File: src/rtl/seq_divider_if.sv
// seq_divider_if: start/done handshake bundle for the sequential divider.
//   start       : request, honoured when the divider is idle or finishing
//   a, b        : dividend / divisor, captured on the accepted start edge
//   busy        : divider is iterating
//   done        : one-cycle completion pulse, q/r/div_by_zero valid
//   q, r        : quotient / remainder, held until the next completion
//   div_by_zero : last completed operation had a zero divisor
// master = requester (ALU control), slave = divider.
interface seq_divider_if #(
  parameter int SIZE = 8
);
  logic            start;
  logic [SIZE-1:0] a;
  logic [SIZE-1:0] b;
  logic            busy;
  logic            done;
  logic [SIZE-1:0] q;
  logic [SIZE-1:0] r;
  logic            div_by_zero;

  modport master (
    output start, a, b,
    input  busy, done, q, r, div_by_zero
  );

  modport slave (
    input  start, a, b,
    output busy, done, q, r, div_by_zero
  );
endinterface

File: src/rtl/seq_divider.sv
// seq_divider: iterative restoring unsigned divider, one quotient bit per clock.
//   clk   : rising-edge clock
//   rst_n : synchronous active-low reset, overrides any operation in flight
//   bus   : seq_divider_if slave (start/a/b in, busy/done/q/r/div_by_zero out)
// A normal divide takes SIZE iterations; a zero divisor completes immediately
// with q = all ones, r = dividend and div_by_zero set.
module seq_divider #(
  parameter int SIZE = 8
) (
  input  logic         clk,
  input  logic         rst_n,
  seq_divider_if.slave bus
);

  localparam int CW = $clog2(SIZE);

  typedef enum logic [1:0] {
    S_IDLE,
    S_RUN,
    S_DONE
  } state_t;

  state_t          state_reg, state_next;
  logic [CW-1:0]   cnt_reg, cnt_next;
  // Partial remainder is always < b after each step, so SIZE bits hold it;
  // only the shifted trial value needs the extra bit.
  logic [SIZE-1:0] p_reg, p_next;
  // Dividend shifts out of the MSB while quotient bits shift in at the LSB.
  logic [SIZE-1:0] dq_reg, dq_next;
  logic [SIZE-1:0] b_reg, b_next;
  logic [SIZE-1:0] q_reg, q_next;
  logic [SIZE-1:0] r_reg, r_next;
  logic            dbz_reg, dbz_next;

  logic [SIZE:0]   p_shift;
  logic [SIZE:0]   diff;
  logic            ge;
  logic [SIZE-1:0] p_iter;
  logic [SIZE-1:0] dq_iter;

  always_ff @(posedge clk) begin
    if (!rst_n) begin
      state_reg <= S_IDLE;
      cnt_reg   <= '0;
      p_reg     <= '0;
      dq_reg    <= '0;
      b_reg     <= '0;
      q_reg     <= '0;
      r_reg     <= '0;
      dbz_reg   <= 1'b0;
    end else begin
      state_reg <= state_next;
      cnt_reg   <= cnt_next;
      p_reg     <= p_next;
      dq_reg    <= dq_next;
      b_reg     <= b_next;
      q_reg     <= q_next;
      r_reg     <= r_next;
      dbz_reg   <= dbz_next;
    end
  end

  // One restoring step. p_shift < 2*b, so a non-negative difference is < b
  // and fits SIZE bits; a negative one always sets the top bit.
  always_comb begin
    p_shift = {p_reg, dq_reg[SIZE-1]};
    diff    = p_shift - {1'b0, b_reg};
    ge      = ~diff[SIZE];
    p_iter  = ge ? diff[SIZE-1:0] : p_shift[SIZE-1:0];
    dq_iter = {dq_reg[SIZE-2:0], ge};
  end

  always_comb begin
    state_next = state_reg;
    cnt_next   = cnt_reg;
    p_next     = p_reg;
    dq_next    = dq_reg;
    b_next     = b_reg;
    q_next     = q_reg;
    r_next     = r_reg;
    dbz_next   = dbz_reg;

    case (state_reg)
      S_IDLE, S_DONE: begin
        if (bus.start) begin
          b_next   = bus.b;
          p_next   = '0;
          cnt_next = '0;
          if (bus.b == '0) begin
            state_next = S_DONE;
            dq_next    = '0;
            q_next     = '1;
            r_next     = bus.a;
            dbz_next   = 1'b1;
          end else begin
            state_next = S_RUN;
            dq_next    = bus.a;
          end
        end else if (state_reg == S_DONE) begin
          state_next = S_IDLE;
        end
      end

      S_RUN: begin
        p_next   = p_iter;
        dq_next  = dq_iter;
        cnt_next = cnt_reg + CW'(1);
        if (cnt_reg == CW'(SIZE - 1)) begin
          state_next = S_DONE;
          q_next     = dq_iter;
          r_next     = p_iter;
          dbz_next   = 1'b0;
        end
      end

      default: state_next = S_IDLE;
    endcase
  end

  assign bus.busy        = (state_reg == S_RUN);
  assign bus.done        = (state_reg == S_DONE);
  assign bus.q           = q_reg;
  assign bus.r           = r_reg;
  assign bus.div_by_zero = dbz_reg;

endmodule

File: src/flat_wrapper.sv
// flat-port wrapper written by rule: the top's interface ports become plain ports
module seq_divider_flat 
#(
  parameter int SIZE = 8
)
  (clk, rst_n, bus_start, bus_a, bus_b, bus_busy, bus_done, bus_q, bus_r, bus_div_by_zero);
  seq_divider_if #(.SIZE(SIZE)) bus_i ();
  input  logic clk;
  input  logic rst_n;
  input wire logic [$bits(bus_i.start)-1:0] bus_start;
  input wire logic [$bits(bus_i.a)-1:0] bus_a;
  input wire logic [$bits(bus_i.b)-1:0] bus_b;
  output wire logic [$bits(bus_i.busy)-1:0] bus_busy;
  output wire logic [$bits(bus_i.done)-1:0] bus_done;
  output wire logic [$bits(bus_i.q)-1:0] bus_q;
  output wire logic [$bits(bus_i.r)-1:0] bus_r;
  output wire logic [$bits(bus_i.div_by_zero)-1:0] bus_div_by_zero;
  assign bus_i.start = bus_start;
  assign bus_i.a = bus_a;
  assign bus_i.b = bus_b;
  assign bus_busy = bus_i.busy;
  assign bus_done = bus_i.done;
  assign bus_q = bus_i.q;
  assign bus_r = bus_i.r;
  assign bus_div_by_zero = bus_i.div_by_zero;
  seq_divider #(.SIZE(SIZE)) u_core (.clk(clk), .rst_n(rst_n), .bus(bus_i));
endmodule
File: config.mk
export PLATFORM = sky130hd
export DESIGN_NAME = seq_divider_flat
export DESIGN_NICKNAME = d
export VERILOG_FILES = /design/src/rtl/seq_divider_if.sv /design/src/rtl/seq_divider.sv /design/src/flat_wrapper.sv
export SDC_FILE = /design/constraint.sdc
export NUM_CORES = 1
export LEC_CHECK = 0
export CORE_UTILIZATION = 52
export CTS_CLUSTER_SIZE = 14
export DETAILED_ROUTE_END_ITERATION = 7
export GPL_TIMING_DRIVEN = 0
export PLACE_DENSITY_LB_ADDON = 0.25
export SYNTH_ARGS = -nofsm -noshare
export SYNTH_HDL_FRONTEND = slang
export SYNTH_SLANG_ARGS = --single-unit
File: constraint.sdc
create_clock -name clk -period 3.77 [get_ports clk]
set_input_delay 0.754 -clock clk [delete_from_list [all_inputs] [get_ports clk]]
set_output_delay 0.754 -clock clk [all_outputs]
set_load 0.005 [all_outputs]
==> flow_metrics.env <==
export IMPL_status="finished, final reports clean"
export IMPL_grt_pass1_wl_um=11100
export IMPL_antenna_found_initial=0
export IMPL_via_count=2549
export IMPL_drc=0
export IMPL_slowest_delay_ps=600
export IMPL_final_setup_tns_ps=0
export IMPL_worst_path_buf_inv=3
export IMPL_wl_per_cell_um=15.9
export IMPL_path_cells="nand2b_1, inv_1, clkbuf_1, clkdlybuf4s50_1"
export IMPL_fmax_ghz=0.333
export IMPL_cp_arrival_ps=2240
export IMPL_clk_path_buf_depth=2
export IMPL_path_max_fanout=10
export IMPL_coreArea_um2=4750
export IMPL_start_util_pct=54.1
export IMPL_layout_drive_gt1_share_pct=5.06
export IMPL_cts_root_buffer="clkbuf_8"
export IMPL_seq_area_frac_synth_pct=35.8
export IMPL_layout_cells_non_filler=423
export IMPL_synth_edf_count=0
export IMPL_die_h_um=72.3
export IMPL_cts_sinks=46
export IMPL_dr_pass1_iters=5
export IMPL_crit_path_top_delay_cell="clkdlybuf4s50_1"
export IMPL_worst_setup_path_type="flop to output pin"
export IMPL_clk_latency_ps=310
export IMPL_dp_cells=415
export IMPL_grt_pass1_vias=2351
export IMPL_avgSynthCellArea_um2=8.27
export IMPL_rows=25
export IMPL_cts_resized=0
export IMPL_ys_async_sr_fraction_pct=0
export IMPL_synth_seq_cells=46
export IMPL_syn_nets=341
export IMPL_cts_hold_buf=0
export IMPL_rsz0062_at_grt="false"
export IMPL_hold_path_class="flop to flop"
export IMPL_cts_htree_levels=2
export IMPL_power_density_nw_per_um2=423
export IMPL_globalRouteOverflowTotal=0
export IMPL_die_area_um2=5230
export IMPL_ant_nets=0
export IMPL_maxCapViolCount=0
export IMPL_viasPerCell=6.03
export IMPL_syn_area_um2=2570
export IMPL_antenna_cells=0
export IMPL_clkTransAtPathRegs_ps=90
export IMPL_yosys_warnings=0
export IMPL_die_w_um=72.3
export IMPL_cts_tree="built"
export IMPL_grt_max_degree=15
export IMPL_min_period_ps=3000
export IMPL_ios=38
export IMPL_worstPathRequired_ps=3020
export IMPL_setup_viol=0
export IMPL_cp_start_kind="flop"
export IMPL_maxSlewHeadroom_pct=55.4
export IMPL_synth_cell_types=48
export IMPL_routed_wl_um=6710
export IMPL_dp_slack_ps=604
export IMPL_vdd_drop_max_uv=226
export IMPL_syn2layout_area_growth_pct=21.9
export IMPL_p_leak_nw=1.14
export IMPL_yosys_most_used_dff="dfxtp_1"
export IMPL_grt_usage_pct=27.5
export IMPL_finalCritPeriodShare_pct=79.5
export IMPL_gp_congestion=0.850
export IMPL_io_buffers=37
export IMPL_hold_viol_final=0
export IMPL_utilization_pct=66.0
export IMPL_layout_setup_ws_ps=771
export IMPL_syn_inst=311
export IMPL_dr_first_iter_drc_count=210
export IMPL_cts_setup_buffers=0
export IMPL_drv_slew=0
export IMPL_crit_family="buffers and inverters"
export IMPL_post_dp_hpwl_um=5000
export IMPL_nets=385
export IMPL_fin_skew_ps=11.6
export IMPL_cts_made_buffers=5
export IMPL_endpoint_kind="output pin"
export IMPL_tightest_slew_ps=663
[report_power, final]
group | internal, mW | switching (mW) | leakage, nW
sequential | 0.514 | 0.0257 | 0.374
combinational | 0.146 | 0.274 | 0.719
clock | 0.198 | 0.169 | 0.0514
total | 0.858 | 0.469 | 1.14
[metrics by stage]
stage	cell area, um^2	power (mW)	hold WS, ps
after global placement	3030	0.948	453
after floorplan	2570	0.835	443
final	3140	1.33	472
after CTS	3140	1.32	477
after global routing	3140	1.39	487
after detailed placement	3030	0.959	462
[worst min-delay path, cell delays in order (launching register included)]
cell and delay (ps):
dfxtp_1 320, nand2_1 50, a21boi_0 60
[cell type report]
type                       count  area [um^2]
buffer                        17         66.3
tap                           67         83.8
fill                         427         1620
clock inverter                 2         37.5
multi-input combinational    234         1530
clock buffer                   6         72.6
timing repair buffer          37          370
sequential                    46          921
inverter                      14         52.6
[cell usage after synthesis, types with 2 or more instances]
cell type	count	area share [%]
o221a_2	2	0.88
a221oi_1	4	1.4
o21a_1	2	0.58
nor4_1	2	0.49
nor3_1	2	0.39
a22oi_1	2	0.58
a21o_1	2	0.58
nor2_1	21	3.1
o21ai_2	2	0.68
nand4_1	5	1.2
nor2b_1	5	1.2
a21oi_1	13	2.5
o21ai_0	16	3.1
nor3b_1	6	1.8
and3_1	6	1.5
clkbuf_1	14	2.0
inv_1	14	2.0
or4_1	3	0.88
and2_1	2	0.49
nand2_1	41	6.0
o211ai_1	12	3.5
mux2i_1	5	1.9
nand3_1	12	2.3
nand2b_1	6	1.5
o2111ai_1	4	1.4
nand3b_1	2	0.58
xor2_1	3	1.0
buf_2	2	0.39
a211oi_1	2	0.58
or3_1	6	1.5
ha_1	10	4.9
a21boi_0	12	3.5
dfxtp_1	46	36
a221o_1	4	1.6
o221ai_1	8	2.7
[layer usage]
metal | track usage, % | wire, um | up-vias
met2 | 43.3 | 3090 | 102
li1 | - | - | 1246
met1 | 37.4 | 3060 | 1189
met4 | 10.2 | 121 | 0
met3 | 5.42 | 436 | 12
met5 | 0 | 0 | -
[cells in the final DEF, fill, tap and decap left out, types with 2 or more instances in the layout]
cell,count
o21a_1,2
o2111ai_1,4
clkbuf_8,5
o221a_2,2
or3_1,6
dfxtp_1,46
and2_1,2
nor2b_1,5
ha_1,10
o211ai_1,12
nor3b_1,6
a21boi_0,12
a211oi_1,2
o21ai_0,16
nor3_1,2
a21oi_1,13
a21o_1,2
xor2_1,3
buf_2,2
inv_1,14
a221o_1,4
nor2_1,21
nand3b_1,2
nand3_1,12
clkbuf_1,15
nand2_1,41
o221ai_1,8
o21ai_2,2
nor4_1,2
clkdlybuf4s50_1,37
nand4_1,5
or4_1,3
a221oi_1,4
a22oi_1,2
nand2b_1,6
and3_1,6
mux2i_1,5
[worst paths after layout]
| path | from | endpoint | slack, ps | cells after the start |
|---|---|---|---|---|
| setup / recovery | u_core.state_reg[0] | bus_busy | 770 | 4 |
| hold / removal | u_core.b_reg[4] | u_core.b_reg[4] | 470 | 2 |
| setup reg to reg | u_core.dq_reg[7] | u_core.bus.r[5] | 900 | 10 |
| hold reg to reg | u_core.b_reg[4] | u_core.b_reg[4] | 470 | 2 |
[kinds of logic (layout without fill, tap and decap cells)]
logic type | count (synthesis) | count (layout) | synth area share [%]
flip-flops | 46 | 46 | 35.8
multiplexers | 6 | 6 | 2.38
buffers and inverters | 31 | 76 | 4.62
XOR/XNOR | 3 | 3 | 1.02
AND/OR/NAND/NOR | 122 | 122 | 24.0
adder cells (fa/ha/maj) | 11 | 11 | 5.64
AO/OA/AOI/OAI | 92 | 92 | 26.6
No activity file was read; power rests on OpenSTA's default activity.
